<file path="src/rtl/plic_regfile_if.sv">
// Bus request/response bundle between a bus master and the PLIC register file.
// One request per cycle; the response follows one cycle after acceptance.
interface plic_regfile_if #(
   parameter int ADDR_WIDTH = 24
);
   logic                  bus_req_valid;
   logic                  bus_req_ready;
   logic                  bus_req_we;
   logic [ADDR_WIDTH-1:0] bus_req_addr;
   logic [31:0]           bus_req_wdata;
   logic                  bus_rsp_valid;
   logic [31:0]           bus_rsp_rdata;
   logic                  bus_rsp_err;

   modport master (
      output bus_req_valid, bus_req_we, bus_req_addr, bus_req_wdata,
      input  bus_req_ready, bus_rsp_valid, bus_rsp_rdata, bus_rsp_err
   );

   modport slave (
      input  bus_req_valid, bus_req_we, bus_req_addr, bus_req_wdata,
      output bus_req_ready, bus_rsp_valid, bus_rsp_rdata, bus_rsp_err
   );
endinterface

</file>
<file path="src/rtl/plic_regfile.sv">
// PLIC target-0 register file: prio/ip/ie/threshold plus the nested claim/complete stack.
// Optional macro PLIC_ERR_RSP_EN enables bus_rsp_err reporting; otherwise it is tied to 0.
module plic_regfile #(
   parameter int EXT_IRQ_NUM = 31,
   parameter int PRIO_WIDTH  = 3,
   parameter int NEST_DEPTH  = 4,
   parameter int ADDR_WIDTH  = 24
) (
   input  logic                                  clk,
   input  logic                                  rst,
   plic_regfile_if.slave                         bus,
   input  logic [EXT_IRQ_NUM:0]                  plic_reg_gate,
   input  logic [7:0]                            final_id,
   output logic [EXT_IRQ_NUM:0]                  ip_r,
   output logic [EXT_IRQ_NUM:0]                  ie_r,
   output logic [PRIO_WIDTH*(EXT_IRQ_NUM+1)-1:0] prio_r_1d,
   output logic [PRIO_WIDTH-1:0]                 threshold_r,
   output logic [7:0]                            claim_id,
   output logic [7:0]                            cmplt_id
);
   localparam int unsigned N   = EXT_IRQ_NUM;
   localparam int unsigned PW  = PRIO_WIDTH;
   localparam int unsigned SPW = $clog2(NEST_DEPTH + 1);

   localparam logic [ADDR_WIDTH-1:0] A_IP  = ADDR_WIDTH'(32'h0000_1000);
   localparam logic [ADDR_WIDTH-1:0] A_IE  = ADDR_WIDTH'(32'h0000_2000);
   localparam logic [ADDR_WIDTH-1:0] A_THR = ADDR_WIDTH'(32'h0020_0000);
   localparam logic [ADDR_WIDTH-1:0] A_CC  = ADDR_WIDTH'(32'h0020_0004);
   localparam logic [N:0]            IRQ_MASK = {{N{1'b1}}, 1'b0};

   logic             r_ready;
   logic [N:0]       r_ip;
   logic [N:0]       r_ie;
   logic [PW-1:0]    r_prio [0:N];
   logic [PW-1:0]    r_thr;
   logic [7:0]       r_stack [0:NEST_DEPTH-1];
   logic [SPW-1:0]   r_sp;
   logic             r_rsp_valid;
   logic [31:0]      r_rsp_rdata;
   logic [7:0]       r_cmplt;

   logic             w_acc;
   logic             w_rd;
   logic             w_wr;
   logic             w_is_prio;
   logic [PW-1:0]    w_prio_rd;
   logic [PW-1:0]    w_p_final;
   logic [PW-1:0]    w_p_top;
   logic             w_f_pend;
   logic [N:0]       w_f_onehot;
   logic [N:0]       w_ip_clr;
   logic [7:0]       w_top;
   logic             w_full;
   logic             w_claim;
   logic             w_grant;
   logic             w_cmp;
   logic [7:0]       w_c;
   logic             w_c_legal;
   logic             w_pop;
   logic [31:0]      w_rdata;

   assign w_acc = bus.bus_req_valid & r_ready;
   assign w_rd  = w_acc & ~bus.bus_req_we;
   assign w_wr  = w_acc & bus.bus_req_we;

   always_comb begin
      w_top = '0;
      for (int unsigned i = 0; i < NEST_DEPTH; i++) begin
         if (r_sp == SPW'(i + 1)) w_top = r_stack[i];
      end
   end

   // Source-indexed lookups as explicit muxes so out-of-range IDs simply miss
   always_comb begin
      w_is_prio  = 1'b0;
      w_prio_rd  = '0;
      w_p_final  = '0;
      w_p_top    = '0;
      w_f_pend   = 1'b0;
      w_f_onehot = '0;
      for (int unsigned k = 0; k <= N; k++) begin
         if (bus.bus_req_addr == ADDR_WIDTH'(4 * k)) begin
            w_is_prio = 1'b1;
            w_prio_rd = r_prio[k];
         end
         if (final_id == 8'(k)) begin
            w_p_final     = r_prio[k];
            w_f_pend      = r_ip[k] & r_ie[k];
            w_f_onehot[k] = 1'b1;
         end
         if (w_top == 8'(k)) w_p_top = r_prio[k];
      end
   end

   assign w_full    = (r_sp == SPW'(NEST_DEPTH));
   assign w_claim   = w_rd && (bus.bus_req_addr == A_CC);
   assign w_grant   = w_claim && !w_full && w_f_pend &&
                      (w_p_final > r_thr) && (w_p_final > w_p_top);
   assign w_ip_clr  = w_grant ? w_f_onehot : '0;
   assign w_cmp     = w_wr && (bus.bus_req_addr == A_CC);
   assign w_c       = bus.bus_req_wdata[7:0];
   assign w_c_legal = (w_c != 8'd0) && (w_c <= 8'(N));
   assign w_pop     = w_cmp && w_c_legal && (r_sp != '0) && (w_c == w_top);

   always_comb begin
      w_rdata = '0;
      if (!bus.bus_req_we) begin
         if (w_is_prio)                        w_rdata = 32'(w_prio_rd);
         else if (bus.bus_req_addr == A_IP)    w_rdata = 32'(r_ip);
         else if (bus.bus_req_addr == A_IE)    w_rdata = 32'(r_ie);
         else if (bus.bus_req_addr == A_THR)   w_rdata = 32'(r_thr);
         else if (bus.bus_req_addr == A_CC)    w_rdata = w_grant ? 32'(final_id) : '0;
      end
   end

   always_ff @(posedge clk or posedge rst) begin
      if (rst) begin
         r_ready     <= 1'b0;
         r_ip        <= '0;
         r_ie        <= '0;
         r_thr       <= '0;
         r_sp        <= '0;
         r_rsp_valid <= 1'b0;
         r_rsp_rdata <= '0;
         r_cmplt     <= '0;
         for (int unsigned k = 0; k <= N; k++) r_prio[k] <= '0;
         for (int unsigned i = 0; i < NEST_DEPTH; i++) r_stack[i] <= '0;
      end else begin
         r_ready     <= 1'b1;
         r_rsp_valid <= w_acc;
         r_rsp_rdata <= w_acc ? w_rdata : '0;
         r_cmplt     <= (w_cmp && w_c_legal) ? w_c : '0;
         // Claim clear takes priority over a same-cycle gateway set
         r_ip        <= (r_ip | plic_reg_gate) & ~w_ip_clr & IRQ_MASK;
         if (w_wr && (bus.bus_req_addr == A_IE))  r_ie  <= bus.bus_req_wdata[N:0] & IRQ_MASK;
         if (w_wr && (bus.bus_req_addr == A_THR)) r_thr <= bus.bus_req_wdata[PW-1:0];
         for (int unsigned k = 1; k <= N; k++) begin
            if (w_wr && (bus.bus_req_addr == ADDR_WIDTH'(4 * k)))
               r_prio[k] <= bus.bus_req_wdata[PW-1:0];
         end
         if (w_grant) begin
            for (int unsigned i = 0; i < NEST_DEPTH; i++) begin
               if (r_sp == SPW'(i)) r_stack[i] <= final_id;
            end
            r_sp <= r_sp + SPW'(1);
         end else if (w_pop) begin
            r_sp <= r_sp - SPW'(1);
         end
      end
   end

`ifdef PLIC_ERR_RSP_EN
   logic w_err;
   logic r_rsp_err;

   always_comb begin
      w_err = 1'b1;
      if (w_is_prio || (bus.bus_req_addr == A_IE) || (bus.bus_req_addr == A_THR))
         w_err = 1'b0;
      else if (bus.bus_req_addr == A_IP)
         w_err = bus.bus_req_we;
      else if (bus.bus_req_addr == A_CC)
         w_err = bus.bus_req_we ? !w_pop : w_full;
   end

   always_ff @(posedge clk or posedge rst) begin
      if (rst) r_rsp_err <= 1'b0;
      else     r_rsp_err <= w_acc & w_err;
   end

   assign bus.bus_rsp_err = r_rsp_err;
`else
   assign bus.bus_rsp_err = 1'b0;
`endif

   always_comb begin
      prio_r_1d = '0;
      for (int unsigned k = 0; k <= N; k++) prio_r_1d[k*PW +: PW] = r_prio[k];
   end

   assign bus.bus_req_ready = r_ready;
   assign bus.bus_rsp_valid = r_rsp_valid;
   assign bus.bus_rsp_rdata = r_rsp_rdata;
   assign ip_r              = r_ip;
   assign ie_r              = r_ie;
   assign threshold_r       = r_thr;
   assign claim_id          = w_top;
   assign cmplt_id          = r_cmplt;
endmodule

</file>
<file path="src/flat_wrapper.sv">
// flat-port wrapper written by rule: the top's interface ports become plain ports
module plic_regfile_flat 
#(
   parameter int EXT_IRQ_NUM = 31,
   parameter int PRIO_WIDTH  = 3,
   parameter int NEST_DEPTH  = 4,
   parameter int ADDR_WIDTH  = 24
)
  (clk, rst, plic_reg_gate, final_id, ip_r, ie_r, prio_r_1d, threshold_r, claim_id, cmplt_id, bus_bus_req_valid, bus_bus_req_we, bus_bus_req_addr, bus_bus_req_wdata, bus_bus_req_ready, bus_bus_rsp_valid, bus_bus_rsp_rdata, bus_bus_rsp_err);
  plic_regfile_if #(.ADDR_WIDTH(ADDR_WIDTH)) bus_i ();
  input  logic clk;
  input  logic rst;
  input  logic [EXT_IRQ_NUM:0] plic_reg_gate;
  input  logic [7:0] final_id;
  output logic [EXT_IRQ_NUM:0] ip_r;
  output logic [EXT_IRQ_NUM:0] ie_r;
  output logic [PRIO_WIDTH*(EXT_IRQ_NUM+1)-1:0] prio_r_1d;
  output logic [PRIO_WIDTH-1:0] threshold_r;
  output logic [7:0] claim_id;
  output logic [7:0] cmplt_id;
  input wire logic [$bits(bus_i.bus_req_valid)-1:0] bus_bus_req_valid;
  input wire logic [$bits(bus_i.bus_req_we)-1:0] bus_bus_req_we;
  input wire logic [$bits(bus_i.bus_req_addr)-1:0] bus_bus_req_addr;
  input wire logic [$bits(bus_i.bus_req_wdata)-1:0] bus_bus_req_wdata;
  output wire logic [$bits(bus_i.bus_req_ready)-1:0] bus_bus_req_ready;
  output wire logic [$bits(bus_i.bus_rsp_valid)-1:0] bus_bus_rsp_valid;
  output wire logic [$bits(bus_i.bus_rsp_rdata)-1:0] bus_bus_rsp_rdata;
  output wire logic [$bits(bus_i.bus_rsp_err)-1:0] bus_bus_rsp_err;
  assign bus_i.bus_req_valid = bus_bus_req_valid;
  assign bus_i.bus_req_we = bus_bus_req_we;
  assign bus_i.bus_req_addr = bus_bus_req_addr;
  assign bus_i.bus_req_wdata = bus_bus_req_wdata;
  assign bus_bus_req_ready = bus_i.bus_req_ready;
  assign bus_bus_rsp_valid = bus_i.bus_rsp_valid;
  assign bus_bus_rsp_rdata = bus_i.bus_rsp_rdata;
  assign bus_bus_rsp_err = bus_i.bus_rsp_err;
  plic_regfile #(.EXT_IRQ_NUM(EXT_IRQ_NUM), .PRIO_WIDTH(PRIO_WIDTH), .NEST_DEPTH(NEST_DEPTH), .ADDR_WIDTH(ADDR_WIDTH)) u_core (.clk(clk), .rst(rst), .bus(bus_i), .plic_reg_gate(plic_reg_gate), .final_id(final_id), .ip_r(ip_r), .ie_r(ie_r), .prio_r_1d(prio_r_1d), .threshold_r(threshold_r), .claim_id(claim_id), .cmplt_id(cmplt_id));
endmodule
</file>
<file path="config.mk">
export PLATFORM = sky130hd
export DESIGN_NAME = plic_regfile_flat
export DESIGN_NICKNAME = d
export VERILOG_FILES = /design/src/rtl/plic_regfile_if.sv /design/src/rtl/plic_regfile.sv /design/src/flat_wrapper.sv
export SDC_FILE = /design/constraint.sdc
export NUM_CORES = 1
export LEC_CHECK = 0
export ABC_AREA = 1
export CAP_MARGIN = 30
export CORE_AREA = 10 10 188 172
export DETAILED_ROUTE_END_ITERATION = 6
export DIE_AREA = 0 0 198 182
export PLACE_DENSITY_LB_ADDON = 0.2
export SYNTH_ARGS = -nofsm -noshare
export SYNTH_HDL_FRONTEND = slang
export SYNTH_SLANG_ARGS = --single-unit
</file>
<file path="constraint.sdc">
create_clock -name clk -period 18.4 [get_ports clk]
set_input_delay 1.84 -clock clk [delete_from_list [all_inputs] [get_ports clk]]
set_output_delay 1.84 -clock clk [all_outputs]
set_load 0.02 [all_outputs]
</file>
# Yosys cells after proc, flatten, opt, wreduce, memory -nomap -nowiden
# Index checks and enable logic that the tools add are counted.
dict set report totals {
  ff_bits 235
  output_inout_bits 214
}
dict set report op_classes {
  bitwise_logic 38
  n_reduce_logical 55
  n_eq_ne 102
  n_mux 207
  n_lt_le_gt_ge 3
  n_addsub 2
}
# op count
set op_table {}
lappend op_table {{$eq 24x7->1 const B} 16}
lappend op_table {{$mux 3} 98}
lappend op_table {{$eq 8x5->1 const B} 32}
lappend op_table {{$mux 32} 8}
lappend op_table {{$eq 24x6->1 const B} 8}
lappend op_table {{$eq 8x4->1 const B} 16}
lappend op_table {{$eq 24x5->1 const B} 4}
lappend op_table {{$mux 1} 95}
lappend op_table {{$eq 8x3->1 const B} 8}
lappend op_table {{$eq 24x22->1 const B} 2}
lappend op_table {{$eq 24x4->1 const B} 2}
lappend op_table {{$mux 8} 6}
lappend op_table {{$logic_and 1x1->1} 43}
lappend op_table {{$and 1x1->1} 34}
lappend op_table {{$and 32x32->32} 1}
lappend op_table {{$eq 8x2->1 const B} 4}
lappend op_table {{$not 32->32} 1}
lappend op_table {{$or 32x32->32} 1}
lappend op_table {{$eq 24x13->1 const B} 1}
lappend op_table {{$eq 24x14->1 const B} 1}
lappend op_table {{$eq 24x3->1 const B} 1}
lappend op_table {{$logic_not 24->1} 1}
lappend op_table {{$eq 8x1->1 const B} 2}
lappend op_table {{$logic_not 8->1} 2}
lappend op_table {{other kinds (15)} 20}

# Longest topological paths before layout
dict set report depth {
  ltp_word 48
  ltp_mapped 43
  ltp_nobuf 42
}

# Least setup slack after synthesis
# Ideal clock, no wire load.
dict set report synth_timing {
  path_kind {input to register}
  from {input port final_id[6]}
  to {register u_core.r_stack[24] (netlist bit)}
  t_arrival_ns 5.466
  path_stages 39
  setup_slack_ns 12.811
  path_buffers 1
  path_cell_list {nor2_2 -> nand3_2 -> buf_4 -> nor3_1 -> nand2_1 -> nand3_1 -> o21ai_0 -> nand4_1 -> o21ai_0 -> o211ai_1 -> o21ai_0 -> nand2_1 -> nand2_1 -> nand3_1 -> nand2_1 -> nand3_1 -> nand2_1 -> nand3_1 -> [3 not listed] -> nand2_1 -> nand2_1 -> nand2_1 -> nand2_1 -> nand2_1 -> nand2_1 -> a21oi_1 -> ha_1 -> nand2_1 -> o21ai_0 -> a311oi_1 -> o2111ai_1 -> nor4_1 -> nand2_2 -> inv_4 -> nand2_4 -> nand2_1 -> o21ai_1}
}
dict set report synth_between {
  elab_chain_len 37
  elab_cells_between_ends 101
}
# element line
set synth_lines {}
lappend synth_lines {{start, declared} flat_wrapper.sv:14} ;# input logic [7:0] final_id;
lappend synth_lines {{$logic_not 8->1} plic_regfile.sv:86} ;# if (final_id == 8'(k)) begin
lappend synth_lines {{$mux 3 (32 in series)} plic_regfile.sv:86}
lappend synth_lines {{$gt 3x3->1} plic_regfile.sv:98} ;# (w_p_final > r_thr) && (w_p_final > w_p_top);
lappend synth_lines {{$logic_and 1x1->1} plic_regfile.sv:97} ;# assign w_grant = w_claim && !w_full && w_f_pend &&
lappend synth_lines {{$logic_and 1x1->1 *} plic_regfile.sv:98}
lappend synth_lines {{$reduce_and 2->1 (no line) *} -}
lappend synth_lines {{end signal, assigned by index} plic_regfile.sv:143} ;# if (r_sp == SPW'(i)) r_stack[i] <= final_id;
lappend synth_lines {{end, declared} plic_regfile.sv:36} ;# logic [7:0] r_stack [0:NEST_DEPTH-1];
# Mark *: on every way between the ends. The rest lies on a longest branch, timed or not.
# A chain may end at the register's enable or synchronous reset.

# Worst setup path in the final report
dict set report layout_timing {
  from {input port final_id[6]}
  to {register u_core.r_stack[22] (netlist bit)}
}
dict set report layout_between {
  elab_chain_len 37
  elab_cells_between_ends 101
}
# element line
set layout_lines {}
lappend layout_lines {{$logic_not 8->1} plic_regfile.sv:86}
lappend layout_lines {{$mux 3 (32 in series)} plic_regfile.sv:86}
lappend layout_lines {{$gt 3x3->1} plic_regfile.sv:98}
lappend layout_lines {{$logic_and 1x1->1} plic_regfile.sv:97}
lappend layout_lines {{$logic_and 1x1->1} plic_regfile.sv:98}
lappend layout_lines {{$reduce_and 2->1 (no line)} -}
# Parallel ways exist; a longest one is shown, timed or not.

==> results.md <==
- PwrDens: 60.2 nW/um2
- Vias per cell: 5.69
- Status: complete, no violations
- Most used cell, CP: nor2_1
- Place WS: 10.04 ns
- R2r endpoint: u_core.r_stack[22]
- Max_slew headroom: 36.0%
- Syn. warnings: 3
- RSZ-0062 raised after global routing: no
- Final worst path period share: 43.3%
- Initial DRC Count: 1807
- Final Hold Viols: 0
- Setup-failing EPs final: 0
- Gp weighted congestion: 0.991
- GR Util All Layers: 31.3%
- Chip height: 182 um
- Seq/Total Area, Yosys: 42.1%
- Startpoint of the worst hold path: u_core.r_stack[6]
- Synth Register Bits: 235
- Synth unique cells: 50
- Delay-heaviest family, CP: simple AND/OR/NAND/NOR gates
- Critical path data arrival time: 8.41 ns
- Mapped Area: 14000 um2
- Die X: 198 um
- Worst Hold Class: flip-flop to flip-flop
- Initial antenna violation count: 0
- Final WS setup: 10.43 ns
- Worst Path Class, Setup: primary input to flip-flop
- Initial Util: 49.1%
- Vias in the first global route: 14400
- Worst setup path endpoint: u_core.r_stack[22]
- Top fanout value on the critical path: 29
- Setup repair bufs after CTS: 0
- Gate Count Post-Synth: 1946
- Layout fillers: 2521
- Via count: 15000
- Min Clock Period, post-route: 7.97 ns
- CTS buffer count: 26
- Sink Count: 235
- Max H-tree Level: 1
- CTS root buf: clkbuf_16
- Num rows: 59
- Largest net degree at the start of global routing: 105
- Crit. End Element: flip-flop
- Slew Viols, Final: 0
- Hold-fix buffers at CTS: 0
- Crit-path max cell delay: 0.66 ns
- Post-route ant nets: 0
- Gr ovfl total: 0
- WHS: 0.469 ns
- Ports: 314
- Buffers on Ports: 306
- Leak: 7.79 nW
- CP startpoint kind: primary input
- Clock-pin slew on the worst setup and hold paths: 0.05 ns
- Fmax: 0.125 GHz
- Most common cell after layout, fill and taps aside: nand2_1
- Clock Path Buffers: 3
- R2R Path Start: u_core.r_sp[2]
- Peak supply drop: 0.0716 mV
- WP depth: 33
- Tightest Pin Transition: 0.956 ns
- Placeable Area: 28500 um2
- Share of layout cells above drive strength 1: 8.93%
- # DRC: 0
- Critical path buffers and inverters: 5
- Max-Cap Viols: 0
- Post-cts sizing count: 0
- Mean routed wirelength per cell: 22.2 um
- Clk_lat worst skew: 0.55 ns
- Reg2reg setup slack: 10.91 ns
- Worst setup startpoint: final_id[6]
- Area grow syn2layout: 30.4%
- First-pass GRT wire length: 86900 um
- Die Area: 36000 um2
- TNS Setup: 0 ns
- First-pass iteration count of the detailed router: 6
- CP max stage cell: nand2_2
- Mean Syn Cell Area: 7.18 um2
- CTS tree: built
- Commonest non-fill, non-tap cells in the layout: nand2_1 (507), clkdlybuf4s50_1 (306), inv_1 (263)
- Nets: 2366
- Dpl hpwl: 45600 um
- Drt total wl: 58600 um
- Clock skew: 0.0100 ns
- Critical Path RT: 18.84 ns
- Reg2Reg Depth: 37
## how the worst min path moves through the flow
stage,end,slack [ns],depth (start not counted)
floorplan,u_core.r_stack[5],0.44,2
global placement,u_core.r_stack[5],0.45,2
detailed placement,u_core.r_stack[30],0.46,2
CTS,u_core.r_stack[5],0.48,2
global route,u_core.r_stack[5],0.49,2
finish,u_core.r_stack[6],0.47,2
## power breakdown
| part | internal (mW) | switching, mW | leakage, nW | total [mW] |
|---|---|---|---|---|
| logic | 0.0240 | 0.0383 | 4.27 | 0.0623 |
| clock network | 0.299 | 0.218 | 0.410 | 0.517 |
| registers | 0.517 | 0.000160 | 3.11 | 0.518 |
## sequential cells by signal, indices dropped and copies added (netlist names)
name and flops:
u_core.cmplt_id 8, u_core.prio_r_1d 93, u_core.r_stack 32, u_core.ip_r 31
u_core.bus.bus_rsp_valid 1, u_core.bus.bus_rsp_rdata 32, u_core.threshold_r 3, u_core.r_sp 3
u_core.bus.bus_req_ready 1, u_core.ie_r 31
## stage by stage
step	instances	cell area (um2)	total power [mW]	util (%)
2_1_floorplan	1954	14000	0.553	-
3_3_place_gp	2592	17400	0.588	61.0
3_5_place_dp	2592	17400	0.589	61.0
4_1_cts	2639	18200	1.10	64.0
5_1_grt	2639	18200	1.12	64.0
6_report	2640	18200	1.10	64.0
## layer usage
layer	vias to the layer above	part of all wire [%]	GRT usage (%)	wire length (um)
li1	6902	-	-	-
met1	7125	42	42.5	24600
met2	866	45	49.6	26200
met3	119	10	5.80	5870
met4	0	3.3	9.96	1920
met5	-	0	0	0
## cell families (layout without fill, tap and decap cells)
kind of cell / count (synthesis) / in the layout / synth area share (%)
multiplexers: 24 / 24 / 1.93
other: 2 / 11 / 0.0537
XOR/XNOR: 5 / 5 / 0.313
flip-flops: 235 / 235 / 42.1
AO/OA/AOI/OAI: 336 / 336 / 14.0
adder cells (fa/ha/maj): 12 / 12 / 1.07
buffers and inverters: 359 / 678 / 10.3
AND/OR/NAND/NOR: 973 / 973 / 30.3
## synth_stat cells (all sizes together)
library cell | number | area share, %
nand4 | 52 | 2.3
o221ai | 2 | 0.13
nor4 | 11 | 0.49
buf | 18 | 1.1
o32ai | 1 | 0.063
nand3 | 113 | 4.3
o31ai | 6 | 0.32
a21oi | 92 | 3.3
o21ai | 173 | 6.2
clkbuf | 31 | 0.83
o2111ai | 3 | 0.19
a311oi | 3 | 0.19
nand2 | 523 | 14
a31oi | 6 | 0.27
a21boi | 3 | 0.19
nor2 | 223 | 6.6
nor3b | 2 | 0.14
a221oi | 1 | 0.063
or2 | 6 | 0.27
xnor2 | 1 | 0.063
ha | 12 | 1.1
nor3 | 40 | 1.5
o211ai | 3 | 0.16
o22ai | 43 | 2.8
dfrtp | 235 | 42
nand3b | 3 | 0.16
xor2 | 4 | 0.25
clkinv | 1 | 0.027
mux2 | 24 | 1.9
inv | 309 | 8.3
conb | 2 | 0.054
## area by class of cell
class | instances | area, um2 | area share (%)
well taps | 366 | 458 | 2.51
diodes | 1 | 2.50 | 0.0137
clock buffers | 40 | 763 | 4.19
inverters | 310 | 1170 | 6.44
flip-flops and latches | 235 | 5880 | 32.3
clock inverters | 7 | 73.8 | 0.405
repair buffers | 321 | 3180 | 17.4
multi-input cells | 1360 | 6700 | 36.7
## tightest hold or removal path, delay by kind of cell (launching register included)
family,cells,cell delay [ns]
buffers and inverters,1,0.04
flip-flops,1,0.34
AND/OR/NAND/NOR,1,0.05
(Power assumes the default switching activity.)
